### src/rtl/cm_arb.sv
// N-to-1 valid/ready arbiter with registered output; ALGO picks MIN/MAX/round-robin.
// Optional packet lock (grant held from first beat to i_last) under CM_ARB_PKT_LOCK_EN.
package cm_pkg;
  typedef enum logic [1:0] {
    ARB_MIN,
    ARB_MAX,
    ARB_RR
  } t_arb_algo;
endpackage

module cm_arb #(
  parameter int unsigned       REQ_CNT = 4,
  parameter int unsigned       DATA_W  = 32,
  parameter cm_pkg::t_arb_algo ALGO    = cm_pkg::ARB_RR,
  localparam int unsigned      IDX_W   = (REQ_CNT > 1) ? $clog2(REQ_CNT) : 1
) (
  input  logic                        clk,
  input  logic                        rst_n,
  input  logic [REQ_CNT-1:0]          i_vld,
  input  logic [REQ_CNT*DATA_W-1:0]   i_dat,
  input  logic [REQ_CNT-1:0]          i_last,
  output logic [REQ_CNT-1:0]          o_rdy,
  output logic                        o_vld,
  output logic [DATA_W-1:0]           o_dat,
  output logic [IDX_W-1:0]            o_idx,
  output logic                        o_last,
  input  logic                        i_rdy
);

  logic [REQ_CNT-1:0] grant;
  logic [IDX_W-1:0]   win_idx;
  logic [IDX_W-1:0]   cand_idx;
  logic               found;
  logic [DATA_W-1:0]  dat_sel;
  logic               last_sel;
  logic               slot_free;
  logic               accept;
  logic [IDX_W-1:0]   ptr_next;

  logic               vld_q, vld_d;
  logic [DATA_W-1:0]  dat_q, dat_d;
  logic [IDX_W-1:0]   idx_q, idx_d;
  logic               last_q, last_d;
  logic [IDX_W-1:0]   ptr_q, ptr_d;
`ifdef CM_ARB_PKT_LOCK_EN
  logic               lock_q, lock_d;
  logic [IDX_W-1:0]   lock_idx_q, lock_idx_d;
`endif

  // i-th candidate in search order for the configured algorithm
  function automatic logic [IDX_W-1:0] cand(input int unsigned i, input logic [IDX_W-1:0] p);
    int unsigned c;
    if (ALGO == cm_pkg::ARB_MIN)      c = i;
    else if (ALGO == cm_pkg::ARB_MAX) c = REQ_CNT - 1 - i;
    else                              c = (32'(p) + i) % REQ_CNT;
    return IDX_W'(c);
  endfunction

  always_comb begin
    grant    = '0;
    win_idx  = '0;
    cand_idx = '0;
    found    = 1'b0;
    for (int unsigned i = 0; i < REQ_CNT; i++) begin
      cand_idx = cand(i, ptr_q);
      if (!found && i_vld[cand_idx]) begin
        grant[cand_idx] = 1'b1;
        win_idx         = cand_idx;
        found           = 1'b1;
      end
    end
`ifdef CM_ARB_PKT_LOCK_EN
    if (lock_q) begin
      grant             = '0;
      grant[lock_idx_q] = 1'b1;
      win_idx           = lock_idx_q;
    end
`endif
  end

  always_comb begin
    dat_sel = '0;
    for (int unsigned k = 0; k < REQ_CNT; k++) begin
      if (grant[k]) dat_sel = i_dat[k*DATA_W +: DATA_W];
    end
  end

  assign last_sel  = i_last[win_idx];
  assign slot_free = !vld_q | i_rdy;
  assign o_rdy     = grant & {REQ_CNT{slot_free}};
  assign accept    = |(i_vld & o_rdy);
  assign ptr_next  = (win_idx == IDX_W'(REQ_CNT - 1)) ? '0 : win_idx + 1'b1;

  always_comb begin
    vld_d  = vld_q;
    dat_d  = dat_q;
    idx_d  = idx_q;
    last_d = last_q;
    ptr_d  = ptr_q;
    if (accept) begin
      vld_d  = 1'b1;
      dat_d  = dat_sel;
      idx_d  = win_idx;
      last_d = last_sel;
    end else if (i_rdy) begin
      vld_d = 1'b0;
    end
`ifdef CM_ARB_PKT_LOCK_EN
    lock_d     = lock_q;
    lock_idx_d = lock_idx_q;
    if (accept) begin
      lock_d     = !last_sel;
      lock_idx_d = win_idx;
    end
    // pointer moves only when a packet completes, so the next packet rotates fairly
    if (accept && last_sel && ALGO == cm_pkg::ARB_RR) ptr_d = ptr_next;
`else
    if (accept && ALGO == cm_pkg::ARB_RR) ptr_d = ptr_next;
`endif
  end

  always_ff @(posedge clk or negedge rst_n) begin
    if (!rst_n) begin
      vld_q      <= 1'b0;
      dat_q      <= '0;
      idx_q      <= '0;
      last_q     <= 1'b0;
      ptr_q      <= '0;
`ifdef CM_ARB_PKT_LOCK_EN
      lock_q     <= 1'b0;
      lock_idx_q <= '0;
`endif
    end else begin
      vld_q      <= vld_d;
      dat_q      <= dat_d;
      idx_q      <= idx_d;
      last_q     <= last_d;
      ptr_q      <= ptr_d;
`ifdef CM_ARB_PKT_LOCK_EN
      lock_q     <= lock_d;
      lock_idx_q <= lock_idx_d;
`endif
    end
  end

  assign o_vld  = vld_q;
  assign o_dat  = dat_q;
  assign o_idx  = idx_q;
  assign o_last = last_q;

endmodule

### config.mk
export PLATFORM = sky130hd
export DESIGN_NAME = cm_arb
export DESIGN_NICKNAME = d
export VERILOG_FILES = /design/src/rtl/cm_arb.sv
export SDC_FILE = /design/constraint.sdc
export NUM_CORES = 1
export LEC_CHECK = 0
export CAP_MARGIN = 20
export CORE_AREA = 2 2 98 100
export DETAILED_ROUTE_END_ITERATION = 16
export DIE_AREA = 0 0 100 102
export HOLD_SLACK_MARGIN = 0.08
export PLACE_DENSITY = 0.89
export SKIP_LAST_GASP = 1
export SLEW_MARGIN = 20
export SYNTH_ARGS = -nofsm -noshare
export SYNTH_HDL_FRONTEND = slang
export SYNTH_SLANG_ARGS = --single-unit
### constraint.sdc
create_clock -name clk -period 3.59 [get_ports clk]
set_clock_uncertainty 0.2 [all_clocks]
set_input_delay 0.718 -clock clk [delete_from_list [all_inputs] [get_ports clk]]
set_output_delay 0.718 -clock clk [all_outputs]
set_load 0.01 [all_outputs]
Word-level counts from Yosys, hierarchy flattened
Index checks and enable logic that the tools add are counted.

$lt $le $gt $ge: 9. Eq/ne operators: 1. Bitwise gates (word level): 6. Reduce and logical (&&, ||, !) cells: 13. Divide/modulo/power cells: 0. $mul: 0. Multiplexer cells: 36. $add $sub $neg: 4. Shift operators: 0.

Operators by type and width (number): two-way mux 32 bit (4); two-way mux 4 bit (4); < comparator 2 x 3 -> 1 bit, second input constant (5); two-way mux 1 bit (14); OR 4 bit (3); binary-select mux 1 bit (select 2 bit) (5); two-way mux 2 bit (5); bitwise AND 4 bit (2); demux 1 bit (select 2 bit) (4); >= comparator 2 x 1 -> 1 bit, second input constant (4); logical AND 1 bit (7); adder 2 x 1 -> 2 bit, second input constant (2); adder 2 bit, second input constant (2); zero test 1 bit (4); OR reduction 4 bit (1); == test 2 bit, second input constant (1); nonzero test 2 bit (1); OR 1 bit (1).

Output and inout port bits: 40. Bits in registers: 38. Memories: 0. Bits in read-only memories: 0. Logic and storage cells: 74. Latch bits: 0. Input port bits: 139. Memory bits (writable): 0.

Logic depth before layout (Yosys ltp)
Word-level depth: 16. Mapped depth: 13. Mapped depth without buffers: 9.

Least setup slack after synthesis
Ideal clock, no wire load.

Path kind: register to output. From: register with a tool-made name. To: output port o_rdy[1]. Stages on the path, launching flop included: 12. Arrival time: 2964 ps. Data required time: 2672 ps. Path slack: -292 ps. Buffers on the path: 4. Path through: dfrtp_1 -> buf_2 -> inv_1 -> ha_1 -> clkbuf_1 -> mux4_2 -> nor4b_4 -> and2_1 -> or3_4 -> buf_6 -> buf_6 -> nor2b_1.

RTL lines: end, declared (RTL line 22) `output logic [REQ_CNT-1:0] o_rdy,`.

Final worst setup path
From: register ptr_q[1]. To: output port o_rdy[1].

Longest elaborated chain between the ends: 13. Elaborated cells on any way between the ends: 48. Those cells by class: 3 x add/sub; 8 x order compare; 23 x mux; 4 x bitwise; 10 x reduce/logical.

Ends and longest elaborated chain: start, declared (RTL line 44) `logic [IDX_W-1:0] ptr_q, ptr_d;`; start signal, assigned (RTL line 138) `ptr_q <= ptr_d;`; branches (longest 11 deep; another with < comparator 2 x 3 -> 1 bit); two-way mux 4 bit (*) (RTL line 66) `if (!found && i_vld[cand_idx]) begin`; bitwise AND 4 bit (*) (RTL line 90) `assign o_rdy = grant & {REQ_CNT{slot_free}};`.

Every way passes the cells marked *. The select of a mux whose other input is x is not followed.

==> flow_metrics.tcl <==
set metrics [dict create \
    run_status "finished, final reports clean" \
    whs_ns 0.3178 \
    viasPerCell 5.469 \
    vias 3626 \
    synth_area_per_cell_um2 9.039 \
    synth.most_common_cell "nand2_1" \
    ys.flop_type "dfrtp_1" \
    syn_inst 357 \
    worst_r2r_path_depth 11 \
    crit_path_max_fanout 7 \
    ys_types 34 \
    wirelength_um 11590 \
    die_w_um 100 \
    grt_max_degree 65 \
    dr_wl_met2_um 5863 \
    yosysSeqAreaShare_pct 29.47 \
    synth_area_leader_cell "dfrtp_1" \
    gr-total-overflow 0 \
    dp_hpwl_um 8659 \
    drcViolationCount 0 \
    antenna_found_initial 0 \
    post-route-period-util_pct 96.75 \
    cts_tree "done" \
    first_global_vias 3759 \
    yosysWarnings 0 \
    clock-root-buffer "clkbuf_8" \
    worstReg2RegStart "ptr_q[1]" \
    critPathLaunch "ptr_q[1]" \
    die_h_um 102 \
    gp_congestion 0.9165 \
    ys_ff_latch 38 \
    grt_pass1_wl_um 17900 \
    n_fill_cell 771 \
    wl_per_cell_um 17.48 \
    clock_latency_ns 0.28 \
    design.die.area_um2 10200 \
    rsz0062_at_grt "no" \
    ant_nets 0 \
    hold_viol_final 0 \
    end_kind "output pin" \
    diodes 0 \
    io_buffers 178 \
    hold_class "flip-flop to flip-flop" \
    cts_inserted_buffers 5 \
    path_class "flip-flop to output pin" \
    syn_nets 502 \
    fin_tns_setup_ns 0 \
    drt_iter0_markers 117 \
    drive_above_1_share_pct 20.83 \
    slew_viol_final 0 \
    synth_top_area_share_pct 29.47 \
    area_growth_syn_to_layout_pct 69.79 \
    async_reset_ff_share_pct 100.0 \
    top_layer "met4" \
    max_freq_mhz 287.9 \
    met1_length_um 4590 \
    cts_buffer_depth 2 \
    endpoint "o_rdy[1]" \
    reg2reg_to "o_dat[25]" \
    setup_viol 0 \
    multi_input_area_um2 2072 \
    coreArea_um2 9109 \
    leakage_nw 2.267 \
    synth_enable_flop_cells 0 \
    start_util_pct 35.43 \
    max-slew-margin-rel_pct 42.61 \
    route.met3.wl_um 935 \
    start_kind "flip-flop" \
    rrSetupSlack_ns 0.22 \
    period_needed_ns 3.473 \
    netlist_top_cells_count "nand2_1 (44), nor2_1 (39), dfrtp_1 (38)" \
    required_ns 2.67 \
    dr.pass1.iters 4 \
    grt_usage_pct 21.95 \
    ir_worst_vdd_uv 1022 \
    rows 35 \
    powerDensity_nw_per_um2 1080 \
    cts.htree.levels 2 \
    ff_latch_area_um2 952.2 \
    synth_area_leaders "dfrtp_1 (29%), nor3b_2 (11%), o221ai_1 (9.5%), a21o_1 (7.4%), a31oi_1 (6.2%)" \
    clock-sinks 38 \
    clk_pin_slew_worst_paths_ns 0.07 \
    cap_violations 0 \
    nets 697 \
    arrival_ns 2.56 \
    ios 179 \
    netlist_area_um2 3227 \
    tightest_slew_ns 0.8608 \
]
final cells by class:
| type | count | share of cell area, % |
|---|---|---|
| tap | 111 | 2.535 |
| sequential | 38 | 17.38 |
| clock inverter | 1 | 0.5481 |
| inverter | 4 | 0.2740 |
| multi-input combinational | 278 | 37.82 |
| clock buffer | 6 | 1.507 |
| timing repair buffer | 225 | 39.94 |
worst min-delay path by stage:
| stage | from | slack (ns) | endpoint | depth (start not counted) |
|---|---|---|---|---|
| finish | o_idx[0] | 0.32 | o_idx[0] | 1 |
| global route | o_last | 0.34 | o_last | 1 |
| CTS | o_idx[0] | 0.32 | o_idx[0] | 1 |
| detailed placement | o_idx[0] | 0.30 | o_idx[0] | 1 |
| global placement | o_idx[0] | 0.29 | o_idx[0] | 1 |
| floorplan | rst_n | 0.22 | asynchronous set/reset pin | 0 |
worst max-delay path, stage by stage (launching register included):
cell     delay [ns]
dfrtp_1        0.36
inv_1          0.06
ha_2           0.41
mux4_2         0.33
nor4b_4        0.16
buf_4          0.14
and2_1         0.16
or3_4          0.34
nor2b_2        0.16
buf_2          0.16
registers in the layout (all words and copies together), names as in the netlist, named ones only:
signal	cells
ptr_q	1
o_dat	32
o_last	1
o_vld	1
o_idx	2
report_power, final:
part | leakage [nW] | internal (mW) | switching, mW
clock network | 0.0573 | 0.222 | 0.145
registers | 0.432 | 0.688 | 0.120
logic | 1.78 | 2.28 | 2.46
total | 2.27 | 3.19 | 2.72
cell families after synthesis:
group / synth area share [%]
compound gates: 27.65
fa+ha+maj: 2.326
flops: 29.47
simple gates: 27.18
xor+xnor: 0.2715
mux: 5.777
buf+inv: 7.328
metal layers:
metal,GRT usage (%),vias up
met1,25.35,1710
met3,4.993,20
met2,41.06,171
met5,0,-
li1,-,1725
met4,5.690,0
repair_timing:
| item | CTS | global route |
|---|---|---|
| setup buffers | 4 | 1 |
| endpoints found under the setup margin | 36 | 7 |
| gates resized for setup | 25 | 11 |
| pin swaps | 1 | 2 |
| gates cloned | 0 | 0 |
| hold buffers | 0 | 0 |
through the flow:
step | power [mW] | std cells | utilization (%) | setup slack, ns | cell area [um^2]
6_report | 5.916 | 663 | 60.15 | 0.1166 | 5479
5_1_grt | 6.394 | 663 | 60.15 | 0.01887 | 5479
4_1_cts | 5.956 | 662 | 60.36 | 0.006301 | 5498
3_5_place_dp | 5.528 | 651 | 58.61 | -0.5588 | 5339
3_3_place_gp | 5.357 | 651 | 58.61 | -0.4917 | 5339
2_1_floorplan | 3.763 | 357 | - | 0.005266 | 3232
cell usage in the layout, fill, tap and decap left out, drive strengths merged, types with 4 or more instances in the layout:
cell and count:
clkdlybuf4s50 169, buf 52, nand2 44, nor2 39, dfrtp 38, o221ai 35, nor3b 33, a21o 32
a31oi 32, o21ai 11, clkbuf 10, and2 7, nor2b 6, ha 6, mux4 5, inv 4
mux2i 4
(Power assumes the default switching activity.)
